## src/rtl/cdb_writeback_arbiter.sv

```systemverilog
// Writeback arbiter for the single-lane common data bus.
// Each functional unit owns a small FIFO. Every cycle one non-empty head is
// granted: a starving head wins first, otherwise the oldest ROB index wins.
// The winner is registered onto the CDB broadcast.
module cdb_writeback_arbiter #(
  parameter int NUM_REQ      = 4,
  parameter int DATA_W       = 32,
  parameter int ROB_IDX_W    = 5,
  parameter int BUF_DEPTH    = 2,
  parameter int STARVE_LIMIT = 8,
  localparam int SRC_W       = (NUM_REQ > 1) ? $clog2(NUM_REQ) : 1
) (
  input  logic                              clk,
  input  logic                              rst_n,
  input  logic                              flush,
  input  logic [ROB_IDX_W-1:0]              rob_head,
  input  logic [NUM_REQ-1:0]                req_valid,
  output logic [NUM_REQ-1:0]                req_ready,
  input  logic [NUM_REQ-1:0][DATA_W-1:0]    req_data,
  input  logic [NUM_REQ-1:0][4:0]           req_rd_addr,
  input  logic [NUM_REQ-1:0][ROB_IDX_W-1:0] req_rob_idx,
  output logic                              cdb_valid,
  output logic [DATA_W-1:0]                 cdb_data,
  output logic [4:0]                        cdb_rd_addr,
  output logic [ROB_IDX_W-1:0]              cdb_rob_idx,
  output logic [SRC_W-1:0]                  cdb_src
);

  localparam int PTR_W  = (BUF_DEPTH > 1) ? $clog2(BUF_DEPTH) : 1;
  localparam int CNT_W  = $clog2(BUF_DEPTH + 1);
  localparam int WAIT_W = $clog2(STARVE_LIMIT + 1);

  // Per-unit FIFO storage, indexed [unit][slot]
  logic [DATA_W-1:0]    fifo_data [NUM_REQ][BUF_DEPTH];
  logic [4:0]           fifo_rd   [NUM_REQ][BUF_DEPTH];
  logic [ROB_IDX_W-1:0] fifo_rob  [NUM_REQ][BUF_DEPTH];

  logic [PTR_W-1:0]     wr_ptr   [NUM_REQ];
  logic [PTR_W-1:0]     rd_ptr   [NUM_REQ];
  logic [CNT_W-1:0]     count    [NUM_REQ];
  logic [WAIT_W-1:0]    wait_cnt [NUM_REQ];

  logic [NUM_REQ-1:0]   push;
  logic [NUM_REQ-1:0]   pop;
  logic [NUM_REQ-1:0]   not_empty;
  logic [NUM_REQ-1:0]   starving;
  logic [ROB_IDX_W-1:0] head_age [NUM_REQ];

  logic                 grant_any;
  logic [SRC_W-1:0]     grant_idx;
  logic [ROB_IDX_W-1:0] best_age;

  function automatic logic [PTR_W-1:0] ptr_next(input logic [PTR_W-1:0] p);
    if (p == PTR_W'(BUF_DEPTH - 1)) begin
      return '0;
    end
    return p + PTR_W'(1);
  endfunction

  // Ready depends only on the stored count, so a same-cycle pop never makes room
  always_comb begin
    for (int i = 0; i < NUM_REQ; i++) begin
      req_ready[i] = rst_n && !flush && (count[i] < CNT_W'(BUF_DEPTH));
    end
  end

  assign push = req_valid & req_ready;

  // Head status: occupancy, starvation and age relative to the ROB head (wrapping)
  always_comb begin
    for (int i = 0; i < NUM_REQ; i++) begin
      not_empty[i] = (count[i] != '0);
      starving[i]  = (count[i] != '0) && (wait_cnt[i] == WAIT_W'(STARVE_LIMIT));
      head_age[i]  = fifo_rob[i][rd_ptr[i]] - rob_head;
    end
  end

  // Pick the lowest starving unit, else the oldest head with ties to the lowest index
  always_comb begin
    grant_any = 1'b0;
    grant_idx = '0;
    best_age  = '0;
    for (int i = 0; i < NUM_REQ; i++) begin
      if (starving[i] && !grant_any) begin
        grant_any = 1'b1;
        grant_idx = SRC_W'(i);
      end
    end
    if (!grant_any) begin
      for (int i = 0; i < NUM_REQ; i++) begin
        if (not_empty[i] && (!grant_any || (head_age[i] < best_age))) begin
          grant_any = 1'b1;
          grant_idx = SRC_W'(i);
          best_age  = head_age[i];
        end
      end
    end
  end

  // A flush cycle never pops, so nothing is broadcast or lost to the grant
  always_comb begin
    pop = '0;
    if (grant_any && !flush) begin
      pop[grant_idx] = 1'b1;
    end
  end

  // FIFO payload writes; no reset needed since occupancy is tracked separately
  always_ff @(posedge clk) begin
    for (int i = 0; i < NUM_REQ; i++) begin
      if (push[i]) begin
        fifo_data[i][wr_ptr[i]] <= req_data[i];
        fifo_rd[i][wr_ptr[i]]   <= req_rd_addr[i];
        fifo_rob[i][wr_ptr[i]]  <= req_rob_idx[i];
      end
    end
  end

  // FIFO pointers, counts, wait counters and the registered CDB broadcast
  always_ff @(posedge clk or negedge rst_n) begin
    if (!rst_n) begin
      for (int i = 0; i < NUM_REQ; i++) begin
        wr_ptr[i]   <= '0;
        rd_ptr[i]   <= '0;
        count[i]    <= '0;
        wait_cnt[i] <= '0;
      end
      cdb_valid   <= 1'b0;
      cdb_data    <= '0;
      cdb_rd_addr <= '0;
      cdb_rob_idx <= '0;
      cdb_src     <= '0;
    end else if (flush) begin
      for (int i = 0; i < NUM_REQ; i++) begin
        wr_ptr[i]   <= '0;
        rd_ptr[i]   <= '0;
        count[i]    <= '0;
        wait_cnt[i] <= '0;
      end
      cdb_valid <= 1'b0;
    end else begin
      for (int i = 0; i < NUM_REQ; i++) begin
        if (push[i]) begin
          wr_ptr[i] <= ptr_next(wr_ptr[i]);
        end
        if (pop[i]) begin
          rd_ptr[i] <= ptr_next(rd_ptr[i]);
        end
        count[i] <= count[i] + CNT_W'(push[i]) - CNT_W'(pop[i]);
        if (!not_empty[i] || pop[i]) begin
          wait_cnt[i] <= '0;
        end else if (wait_cnt[i] != WAIT_W'(STARVE_LIMIT)) begin
          wait_cnt[i] <= wait_cnt[i] + WAIT_W'(1);
        end
      end
      if (grant_any) begin
        cdb_valid   <= 1'b1;
        cdb_data    <= fifo_data[grant_idx][rd_ptr[grant_idx]];
        cdb_rd_addr <= fifo_rd[grant_idx][rd_ptr[grant_idx]];
        cdb_rob_idx <= fifo_rob[grant_idx][rd_ptr[grant_idx]];
        cdb_src     <= grant_idx;
      end else begin
        cdb_valid <= 1'b0;
      end
    end
  end

endmodule

```

## config.mk

```make
export PLATFORM = sky130hd
export DESIGN_NAME = cdb_writeback_arbiter
export DESIGN_NICKNAME = d
export VERILOG_FILES = /design/src/rtl/cdb_writeback_arbiter.sv
export SDC_FILE = /design/constraint.sdc
export NUM_CORES = 1
export LEC_CHECK = 0
export CAP_MARGIN = 0
export CELL_PAD_IN_SITES_DETAIL_PLACEMENT = 0
export CELL_PAD_IN_SITES_GLOBAL_PLACEMENT = 2
export CORE_MARGIN = 10
export CORE_UTILIZATION = 39
export DETAILED_ROUTE_END_ITERATION = 6
export PLACE_DENSITY_LB_ADDON = 0.1
export SLEW_MARGIN = 10
export SYNTH_ARGS = -nofsm -noshare
export SYNTH_HDL_FRONTEND = slang
export SYNTH_SLANG_ARGS = --single-unit
```

## constraint.sdc

```tcl
create_clock -name clk -period 9.85 [get_ports clk]
set_input_delay 0.985 -clock clk [delete_from_list [all_inputs] [get_ports clk]]
set_output_delay 0.985 -clock clk [all_outputs]
set_load 0.05 [all_outputs]
```

== Word level (Yosys, flattened, before mapping) ==
Memory sizes are Yosys's and may differ from the RTL's.
Index checks and enable logic that the tools add are counted.
Word-level totals
  memory bits (writable): 336
  register bits after elaboration: 77
  output and inout port bits: 49
  memories kept: 3
  logic and storage cells: 294
  input port bits: 180
Memories
  fifo_data: words 4, bits a word 64, read ports 1, clocked after Yosys merged registers in 0, wr ports 4, line 34  | logic [DATA_W-1:0] fifo_data [NUM_REQ][BUF_DEPTH];
  fifo_rd: words 4, bits a word 10, read ports 1, clocked after Yosys merged registers in 0, wr ports 4, line 35  | logic [4:0] fifo_rd [NUM_REQ][BUF_DEPTH];
  fifo_rob: words 4, bits a word 10, read ports 5, clocked after Yosys merged registers in 0, wr ports 4, line 36  | logic [ROB_IDX_W-1:0] fifo_rob [NUM_REQ][BUF_DEPTH];
Operators by class
  equality and inequality tests: 8
  order comparisons: 24
  add/subtract/negate cells: 24
  reduce and logical (&&, ||, !) cells: 59
  bitwise operators: 12
  multiplexer cells: 143
Operator list (count)
  $mux W64: 4
  $mux W32: 7
  $mux W5: 28
  $demux W32 S1: 4
  $mux W1: 70
  $mux W4: 11
  $mux W10: 4
  $reduce_bool A2 Y1: 12
  $logic_and A1 B1 Y1: 22
  $demux W5 S1: 4
  $sub A5 B5 Y5: 4
  $ge A2 B2 Y1 const B: 9
  $not A1 Y2: 9
  $add A4 B1 Y4 const B: 4
  $eq A4 B4 Y1 const B: 4
  $mux W16: 1
  $ne A4 B4 Y1 const B: 4
  $lt A5 B5 Y1: 3
  $mux W2: 7
  $logic_not A1 Y1: 12
  $reduce_bool A3 Y1: 4
  $add A1 B1 Y1 const B: 8
  $add A2 B1 Y2: 4
  $logic_or A1 B1 Y1: 8
  other kinds (14): 23

== Depth between registers and ports, before layout ==
Gate-level depths: netlist of the first run.
  depth in word-level cells: 42
  mapped depth: 41
  depth with buffers taken out: 38

== Worst setup path before layout of the first run ==
No wires, ideal clock.
  path type: input-to-reg
  start: in rob_head[1]
  end: reg count[5] (netlist bit)
  cell stages on the path: 36
  required time: 9.718 ns
  arrival time: 7.942 ns
  setup slack: 1.776 ns
  library setup time: 0.132 ns
  buffers on the path: 2
  path through: inv_1 > fa_1 > a21o_1 > a21oi_1 > xnor2_1 > nand2_1 > ha_1 > a21oi_1 > o21ai_0 > o2111ai_1 > nand2_1 > mux2i_1 > inv_1 > ha_1 > and4_1 > or4_1 > nand2_2 > a21o_1 > mux2_2 > ha_1 > a21o_1 > a21oi_1 > o211ai_1 > nand2b_4 > a2111o_1 > nand2_1 > buf_4 > clkbuf_1 > nand3_1 > inv_1 > ha_1 > inv_1 > ha_1 > xor2_1 > xnor2_1 > nor2_1
On the way
  word-level cells in the longest chain between the ends: 28
  elaborated cells on any way between the ends: 47
  classes of those cells: add/sub: 5; order compare: 6; mux: 23; reduce/logical: 13
Ends and longest elaborated chain
  from (decl): line 16  | input logic [ROB_IDX_W-1:0] rob_head,
  $sub A5 B5 Y5: line 74  | head_age[i] = fifo_rob[i][rd_ptr[i]] - rob_head;
  $lt A5 B1 Y1: line 91  | if (not_empty[i] && (!grant_any || (head_age[i] < best_age))) begin
  $logic_or A1 B1 Y1: line 91
  $logic_and A1 B1 Y1: line 91
  $mux W5 / $mux W1 (equally long branches): line 91
  $mux W5 / $mux W1 (equally long branches): line 89  | if (!grant_any) begin
  $lt A5 B5 Y1 / $logic_not A1 Y1 (equally long branches): line 91
  $logic_or A1 B1 Y1: line 91
  (+12 left out)
  $mux W2: line 89
  $lt A2 B3 Y1 (implied by the code) / $ge A2 B1 Y1 (equally long branches): line 104  | pop[grant_idx] = 1'b1;
  $logic_and A1 B1 Y1 (implied by the code): line 104
  $mux W1 (implied by the code): line 104
  $demux W1 S2: line 104
  $mux W4 (*): line 103  | if (grant_any && !flush) begin
  $sub A2 B1 Y2 (*): line 149  | count[i] <= count[i] + CNT_W'(push[i]) - CNT_W'(pop[i]);
  $mux W8 (*): line 133  | end else if (flush) begin
  to (signal, indexed assignment): line 149
  to (decl): line 40  | logic [CNT_W-1:0] count [NUM_REQ];
Every way passes the cells marked *; elsewhere a longest branch is shown, timed or not. The select of a mux whose other input is x is not followed.
A chain may end at the register's enable or synchronous reset.

== Final worst setup path of the first run ==
  start: in rob_head[0]
  end: reg cdb_data[4]
On the way
  word-level cells in the longest chain between the ends: 29
  elaborated cells on any way between the ends: 48
  classes of those cells: add/sub: 4; order compare: 4; mux: 25; bitwise: 2; reduce/logical: 12; memory: 1
Ends and longest elaborated chain
  $sub A5 B5 Y5: line 74
  $lt A5 B1 Y1: line 91
  $logic_or A1 B1 Y1: line 91
  $logic_and A1 B1 Y1: line 91
  $mux W5 / $mux W1 (equally long branches): line 91
  $mux W5 / $mux W1 (equally long branches): line 89
  $lt A5 B5 Y1 / $logic_not A1 Y1 (equally long branches): line 91
  $logic_or A1 B1 Y1: line 91
  (+10 left out)
  $logic_and A1 B1 Y1: line 91
  $mux W2: line 91
  $mux W2: line 89
  $not A2 Y3 (implied by the code): line 158  | cdb_data <= fifo_data[grant_idx][rd_ptr[grant_idx]];
  $bmux W1 S2: line 158
  $mux W1 (implied by the code) (2 in series): line 158
  $not A1 Y2 (implied by the code): line 158
  $mux W32 (implied by the code) (3 in series): line 158
  to (signal assigned): line 158
  to (decl): line 23  | output logic [DATA_W-1:0] cdb_data,
Parallel ways exist; a longest one is shown, timed or not. The select of a mux whose other input is x is not followed.

==> flow_summary.toml, run 1 <==
[logic_synthesis]
synthAdderAreaFrac_pct = 3.45
synthTopCellsByCount = "edfxtp_1, nand3_1, nor2_1"
ys.flop_type = "edfxtp_1"
syn_avg_cell_area_um2 = 14.0
synth_cells = 1307
synth-xor-area-share_pct = 2.06
ys_warn_count = 0
synth_mux_area_share_pct = 6.40
synth_compound_area_share_pct = 11.7
synth-simple-area-share_pct = 7.72
ys_seq_elements = 413
ys_async_sr_fraction_pct = 18.6
synth-seq-area-share_pct = 65.8
yosysTopAreaCellShare_pct = 55.2
synth_top_area_cell = "edfxtp_1"
synth_nets = 1535
synth_edf_count = 336
yosysMostFrequentCell = "edfxtp_1"
synthDistinctLibCells = 61
synth_top_family_by_area = "compound AO/OA/AOI/OAI gates"
synthTopCellsByArea = "edfxtp_1, dfrtp_1, ha_1"
syn_area_mm2 = 0.0183

[power]
p_leak_nw = 8.01
p_switching_mw = 3.46
p_clk_share_pct = 20.1
internal_power_mw = 4.59
switching_share_pct = 43.0
power.share.sequential_pct = 27.1
peakVddDrop_mv = 0.357
p_comb_share_pct = 52.8
power_density_mw_per_mm2 = 356

[global_routing]
grt_overflow_total = 0
grt_pass1_wl_mm = 81.4
grt_max_degree = 88
track_usage_pct = 19.1
grt_pass1_vias = 12490
grt_antenna_before_repair = 2

[job]
maxCapViolCount = 0

[cts]
cts_resized = 0
cts_setup_buffers = 0
ctsHtreeMaxLevel = 2
clk_pin_slew_ns = 0.06
hold_buffers = 0
worstSkewPairLatency_ns = 0.57
cts_tree = "built"
clockRootBuffer = "clkbuf_16"
cts_made_buffers = 46
numClockSinks = 413
cts_max_path_buffers = 3

[setup_path]
cp.required_ns = 10.35
r2r_start = "rd_ptr[3]"
r2r_slack_ns = 1.01
crit_type = "input port to register"
cp_num_buf_inv = 6
crit_top_cell = "ha_1"
start_kind = "input port"
critPathTopFamily = "compound AO/OA/AOI/OAI gates"
crit_slowest_cell = "clkdlybuf4s50_1"
endpoint_kind = "register"
arrival_ns = 9.38
max_stage_delay_ns = 0.57
r2r-end = "cdb_data[4]"
reg2reg_depth = 34
cp_max_fo = 58

[finish]
num-fill-cells = 4122
fin_util_pct = 48.7
seqCellArea_mm2 = 0.0120
multi_input_area_mm2 = 0.00580
diodes = 0
drive_above_1_share_pct = 10.6
postLayoutCellArea_mm2 = 0.0226
syn2layout_area_growth_pct = 23.9
nets = 1744

[sta]
max_slew.worst_pin.slew_ns = 0.999
rsz0062_at_grt = "no"
period_minus_slack_ns = 8.89
slew_viol_final = 0
setup_viol = 0
fmaxAchievable_ghz = 0.113
tns_ns = 0
worst_clock_skew_ns = 0.0167
slew_headroom_pct = 33.4
hold_violations = 0
holdWs_ns = 0.318
fin_crit_sh_pct = 90.2

[placed_design]
numPortBuffers = 228
place.gp.congestion = 0.789
placed_area_mm2 = 0.0212
dp_hpwl_mm = 34.4

[floorplan]
rows = 79
core_mm2 = 0.0465
die_y_um = 236
dieArea_mm2 = 0.0559
num_io_pins = 229
start_util_pct = 39.3
dieWidth_um = 236

[route]
drt_wl_total_mm = 54.9
drc_errors = 0
vias = 11975
ant_nets = 0
wl_per_cell_um = 25.4
dr.pass1.iters = 5
viasPerCell = 5.55
drtIter0Drc = 836

[min_path]
hold_path_class = "input port to asynchronous set/reset pin"

[outcome]
outcome = "complete, no violations"
## logic make-up after synthesis
kind of cell               after synthesis
DFF                                    413
and+or+nand+nor                        287
AOI/OAI and AO/OA                      281
buffers and inverters                  125
muxes                                  110
adders and majority gates               48
xor gates and xnor gates                43
## cell usage in the layout, fill, tap and decap left out, drive strengths merged, types with 22 or more instances in the layout
cell type	n
a211oi	44
a221o	42
a31oi	44
and3	46
buf	31
clkbuf	71
clkdlybuf4s50	227
dfrtp	77
edfxtp	336
ha	44
inv	27
mux2	55
mux2i	55
nand2	23
nand3	93
nor2	93
o2111ai	44
o21ai	53
xor2	22
## stage by stage
step,worst slack [ns],power [mW],std cells
after floorplan,1.78,5.20,1307
final,0.964,8.05,2157
after global routing,0.294,8.53,2157
after global placement,0.599,6.50,2075
after CTS,0.993,8.15,2157
after detailed placement,0.409,6.52,2075
## worst max path at each step
stage                     endpoint  slack [ns]  cells after the start        start
finish                 cdb_data[4]        0.96                     34  rob_head[0]
global route        cdb_rd_addr[3]        0.29                     34  rob_head[0]
CTS                   cdb_data[10]        0.99                     34  rob_head[0]
detailed placement     cdb_data[4]        0.41                     34  rob_head[0]
global placement    cdb_rd_addr[1]        0.60                     34  rob_head[0]
floorplan                 count[5]        1.78                     36  rob_head[1]
## cell type report
class                   count  area share [%]
flip-flops and latches    413            53.1
multi-input cells         769            25.6
repair buffers            258            11.3
clock buffers              71            5.68
well taps                 607            3.35
clock inverters            11           0.519
inverters                  28           0.470
## power by group through the flow
| stage | Combinational (mW) | Clock (mW) | Sequential (mW) |
|---|---|---|---|
| after floorplan | 2.73 | 0 | 2.48 |
| after global placement | 4.28 | 0 | 2.22 |
| after detailed placement | 4.30 | 0 | 2.22 |
| after CTS | 4.31 | 1.66 | 2.18 |
| after global routing | 4.61 | 1.73 | 2.20 |
| final | 4.25 | 1.62 | 2.18 |
## layer usage
layer	GRT usage, %	vias up	wire length (µm)	share of wire (%)
met5	0	-	0	0
met4	4.50	0	990	1.8
met3	4.34	70	3090	5.6
met2	31.9	320	26600	48
met1	24.8	6078	24200	44
li1	-	5507	-	-
## state kept, by name, indices dropped and copies added (netlist names), 2 cells and up
signal	flops
cdb_data	32
cdb_rd_addr	5
cdb_rob_idx	5
cdb_src	2
count	8
fifo_data	256
fifo_rd	40
fifo_rob	40
rd_ptr	4
wait_cnt	16
wr_ptr	4
Note: power is estimated with default switching activity, not from simulation.
==> run 2, diff against run 1 <==
--- a/config.mk
+++ b/config.mk
@@ -11,6 +11,7 @@
 export CORE_MARGIN = 10
 export CORE_UTILIZATION = 39
 export DETAILED_ROUTE_END_ITERATION = 6
+export MAX_ROUTING_LAYER = met4
 export PLACE_DENSITY_LB_ADDON = 0.1
 export SLEW_MARGIN = 10
 export SYNTH_ARGS = -nofsm -noshare
==> run 2 against run 1 <==
Against the previous run: power about the same; first-iteration DRC count decreased by 3.6%; critical path type unchanged; largest cell class unchanged; register-to-register slack about the same; routed wire length decreased by 0.38%; utilization unchanged; cell count unchanged; sequential share of layout area unchanged; clock-buffer cell count unchanged; combinational power about the same; via count decreased by 0.53%; critical endpoint is now cdb_data[2]; final area unchanged.
==> flow_summary.toml, run 2 (synthesis gave the netlist of run 1 again) <==
[floorplan]
dieWidth_um = 236
rows = 79
start_util_pct = 39.3
num_io_pins = 229
die_y_um = 236
dieArea_mm2 = 0.0559
core_mm2 = 0.0465

[route]
vias = 11911
dr.pass1.iters = 5
wl_met1_mm = 24.0
dr_wl_met3_mm = 3.24
topRoutingLayerUsed = "met4"
ant_nets = 0
viasPerCell = 5.52
wl_met2_mm = 26.5
drt_wl_total_mm = 54.7
wl_per_cell_um = 25.3
drc_errors = 0
drtIter0Drc = 806

[finish]
postLayoutCellArea_mm2 = 0.0226
num-fill-cells = 4122
fin_util_pct = 48.7
largest_reg_flops = 256
drive_above_1_share_pct = 10.6
nets = 1744
final_cell_mix = "edfxtp_1, clkdlybuf4s50_1, nand3_1"
layout_commonest_cell = "edfxtp_1"
multi_input_area_mm2 = 0.00580
diodes = 0
syn2layout_area_growth_pct = 23.9
seqCellArea_mm2 = 0.0120

[cts]
hold_buffers = 0
numClockSinks = 413
clockRootBuffer = "clkbuf_16"
cts_made_buffers = 46
cts_resized = 0
cts_tree = "built"
clk_pin_slew_ns = 0.06
cts_max_path_buffers = 3
cts_setup_buffers = 0
worstSkewPairLatency_ns = 0.57
ctsHtreeMaxLevel = 2

[sta]
worst_clock_skew_ns = 0.0153
holdWs_ns = 0.317
max_slew.worst_pin.slew_ns = 0.989
period_minus_slack_ns = 8.89
fmaxAchievable_ghz = 0.112
fin_crit_sh_pct = 90.2
hold_violations = 0
slew_headroom_pct = 34.1
rsz0062_at_grt = "no"
tns_ns = 0
setup_viol = 0
slew_viol_final = 0

[power]
peakVddDrop_mv = 0.355
p_leak_nw = 8.01
power_density_mw_per_mm2 = 355

[global_routing]
track_usage_pct = 19.7
grt_overflow_total = 0
grt_pass1_wl_mm = 81.4
grt_max_degree = 88
grt_pass1_vias = 12517
grt_antenna_before_repair = 2

[setup_path]
max_stage_delay_ns = 0.57
r2r_slack_ns = 1.01
r2r-end = "cdb_data[2]"
start_kind = "input port"
arrival_ns = 9.38
cp_max_fo = 58
endpoint_kind = "register"
r2r_start = "rd_ptr[3]"
cp.required_ns = 10.34
crit_slowest_cell = "clkdlybuf4s50_1"
reg2reg_depth = 34
crit_top_cell = "ha_1"
crit_type = "input port to register"

[min_path]
hold_path_class = "input port to asynchronous set/reset pin"

[placed_design]
placed_area_mm2 = 0.0212
place.gp.congestion = 0.800
dp_hpwl_mm = 34.4
numPortBuffers = 228

[outcome]
outcome = "complete, no violations"

[job]
maxCapViolCount = 0
==> run 2: where the power goes <==
part           internal, mW  leakage [nW]  switching [mW]
combinational          1.58          3.34            2.67
clock                 0.947         0.682           0.673
sequential             2.07          3.99           0.114
==> run 2: how the worst max path moves through the flow <==
stage	from	endpoint	slack [ns]
global placement	rob_head[0]	cdb_rd_addr[1]	0.60
finish	rob_head[0]	cdb_data[2]	0.96
floorplan	rob_head[1]	count[5]	1.78
global route	rob_head[0]	cdb_rd_addr[3]	0.28
detailed placement	rob_head[0]	cdb_data[4]	0.41
CTS	rob_head[0]	cdb_data[10]	0.99
==> run 2: per-stage QoR <==
stage                     power [mW]  cells  setup slack [ns]
final                           8.05   2157             0.961
after global routing            8.54   2157             0.281
after CTS                       8.15   2157             0.993
after detailed placement        6.52   2075             0.409
after global placement          6.50   2075             0.599
after floorplan                 5.20   1307              1.78
==> run 2: routing by layer <==
| layer | vias to the layer above | global-route usage (%) |
|---|---|---|
| li1 | 5504 | - |
| met1 | 5997 | 24.9 |
| met2 | 347 | 32.0 |
| met3 | 63 | 4.17 |
| met4 | 0 | 4.50 |
| met5 | - | - |
==> run 2: final cells by class <==
type,count,share of cell area [%]
clock buffers,71,5.68
clock inverters,11,0.519
inverters,28,0.470
multi-input cells,769,25.6
flip-flops and latches,413,53.1
well taps,607,3.35
repair buffers,258,11.3
==> run 2: critical path: cells and delay by family <==
kind / cells / cell delay (ns)
buffers and inverters: 6 / 1.78
and+or+nand+nor: 7 / 1.44
muxes: 2 / 0.62
xor gates and xnor gates: 1 / 0.14
adders and majority gates: 5 / 1.46
AOI/OAI and AO/OA: 13 / 2.87
==> run 3, diff against run 2 <==
--- a/config.mk
+++ b/config.mk
@@ -9,7 +9,8 @@
 export CELL_PAD_IN_SITES_DETAIL_PLACEMENT = 0
 export CELL_PAD_IN_SITES_GLOBAL_PLACEMENT = 2
 export CORE_MARGIN = 10
-export CORE_UTILIZATION = 39
+export CORE_UTILIZATION = 30
+export CTS_CLUSTER_SIZE = 10
 export DETAILED_ROUTE_END_ITERATION = 6
 export MAX_ROUTING_LAYER = met4
 export PLACE_DENSITY_LB_ADDON = 0.1
==> run 3 against run 2 <==
Against the previous run: final area is 1.4% higher; cell count up 8.4%; power grew 1.6%; routed wire length is 7.4% higher; fmax rose by 0.32%; largest cell class unchanged; register-to-register slack gained 0.03 ns; clock-buffer cell count increased by 14; via count about the same; sequential share of layout area decreased by 0.73 points; sequential power hardly changed.
==> flow_summary.toml, run 3 (synthesis gave the netlist of run 1 again) <==
[outcome]
outcome = "complete, no violations"

[route]
ant_nets = 0
viasPerCell = 5.09
drc_errors = 0
vias = 11901
dr.pass1.iters = 5
drtIter0Drc = 646
drt_wl_total_mm = 58.7
wl_per_cell_um = 25.1

[finish]
final_cell_mix = "edfxtp_1, clkdlybuf4s50_1, nand3_1"
num-fill-cells = 5767
layout_commonest_cell = "edfxtp_1"
drive_above_1_share_pct = 10.5
fin_util_pct = 38.0
largest_reg_flops = 256
syn2layout_area_growth_pct = 25.7
nets = 1745

[cts]
cts_max_path_buffers = 3
cts_resized = 0
clockRootBuffer = "clkbuf_16"
worstSkewPairLatency_ns = 0.60
cts_tree = "built"
ctsHtreeMaxLevel = 2
numClockSinks = 413
hold_buffers = 0
cts_setup_buffers = 0
clk_pin_slew_ns = 0.05
cts_made_buffers = 51

[floorplan]
dieWidth_um = 267
rows = 90
num_io_pins = 229
start_util_pct = 30.3
core_mm2 = 0.0604
dieArea_mm2 = 0.0712
die_y_um = 267

[global_routing]
grt_overflow_total = 0
grt_max_degree = 87
track_usage_pct = 16.6
grt_pass1_wl_mm = 84.7
grt_antenna_before_repair = 2
grt_pass1_vias = 12152

[sta]
worst_clock_skew_ns = 0.0330
slew_headroom_pct = 30.9
fmaxAchievable_ghz = 0.113
rsz0062_at_grt = "no"
setup_viol = 0
tns_ns = 0
slew_viol_final = 0
max_slew.worst_pin.slew_ns = 1.04
fin_crit_sh_pct = 90.0
period_minus_slack_ns = 8.86
hold_violations = 0

[job]
maxCapViolCount = 0

[power]
p_leak_nw = 8.04
power_density_mw_per_mm2 = 356
peakVddDrop_mv = 0.324

[setup_path]
cp.required_ns = 10.35
endpoint_kind = "register"
crit_type = "input port to register"
arrival_ns = 9.36
start_kind = "input port"
max_stage_delay_ns = 0.57
cp_max_fo = 84
crit_slowest_cell = "clkdlybuf4s50_1"
cp_num_buf_inv = 4
critPathTopFamily = "compound AO/OA/AOI/OAI gates"
crit_top_cell = "ha_1"

[placed_design]
place.gp.congestion = 0.795
numPortBuffers = 228
dp_hpwl_mm = 37.0

[min_path]
hold_path_class = "input port to asynchronous set/reset pin"
[run 3: changes by cell type in the layout (fill, tap and decap cells not counted), sizes merged]
cell,previous run,this run
clkinv,10,7
diode,0,1
clkbuf,71,85
inv,27,28
buf,31,27
bufinv,2,0
[run 3: cell type report]
class                           instances  area, µm²  area share (%)
Antenna cell                            1       2.50          0.0109
Clock buffer                           85       1470            6.38
Clock inverter                          7       88.8           0.387
Inverter                               28        106           0.463
Multi-Input combinational cell        769       5800            25.3
Sequential cell                       413      12000            52.3
Tap cell                              782        978            4.26
Timing Repair Buffer                  254       2500            10.9
[run 3: worst reg2reg max path: cells and delay by family, from the launching register on]
kind,cells,cell delay [ns]
buf+inv,3,0.50
xor+xnor,1,0.14
flops,1,0.66
compound gates,13,3.67
fa+ha+maj,5,1.44
mux,3,0.89
simple gates,7,1.45
[run 3: final timing paths]
kind,from,endpoint,slack (ns),cells past startpoint
min in group clk,cdb_src[0],cdb_src[0],0.50,2
max in group asynchronous,rst_n,cdb_data[10],8.29,2
worst max-delay path,rob_head[0],cdb_data[29],0.99,32
worst min-delay path,rst_n,wait_cnt[14],0.36,1
worst max register to register,rd_ptr[3],cdb_data[29],1.04,32
worst min register to register,cdb_src[0],cdb_src[0],0.50,2
[run 3: power by group]
part	switching, mW	total, mW	internal [mW]	leakage, nW
Sequential	0.129	2.20	2.07	3.99
Clock	0.722	1.74	1.01	0.745
Combinational	2.69	4.24	1.55	3.31
Total	3.54	8.17	4.63	8.04
[run 3: metrics by stage]
stage / setup slack (ns) / total power [mW] / hold slack (ns) / cells / instance area [µm²]
global route: 0.449 / 8.72 / 0.370 / 2339 / 23000
global placement: 0.588 / 6.55 / 0.494 / 2246 / 21400
floorplan: 1.78 / 5.20 / 0.497 / 1307 / 18300
CTS: 1.00 / 8.33 / 0.343 / 2338 / 23000
detailed placement: 0.412 / 6.55 / 0.495 / 2246 / 21400
finish: 0.989 / 8.17 / 0.359 / 2339 / 23000
[run 3: per-layer routing]
metal | GRT usage [%] | wire length (µm)
met5 | - | 0
met4 | 3.93 | 1030
met3 | 2.65 | 2460
met2 | 26.3 | 28000
met1 | 22.2 | 27200
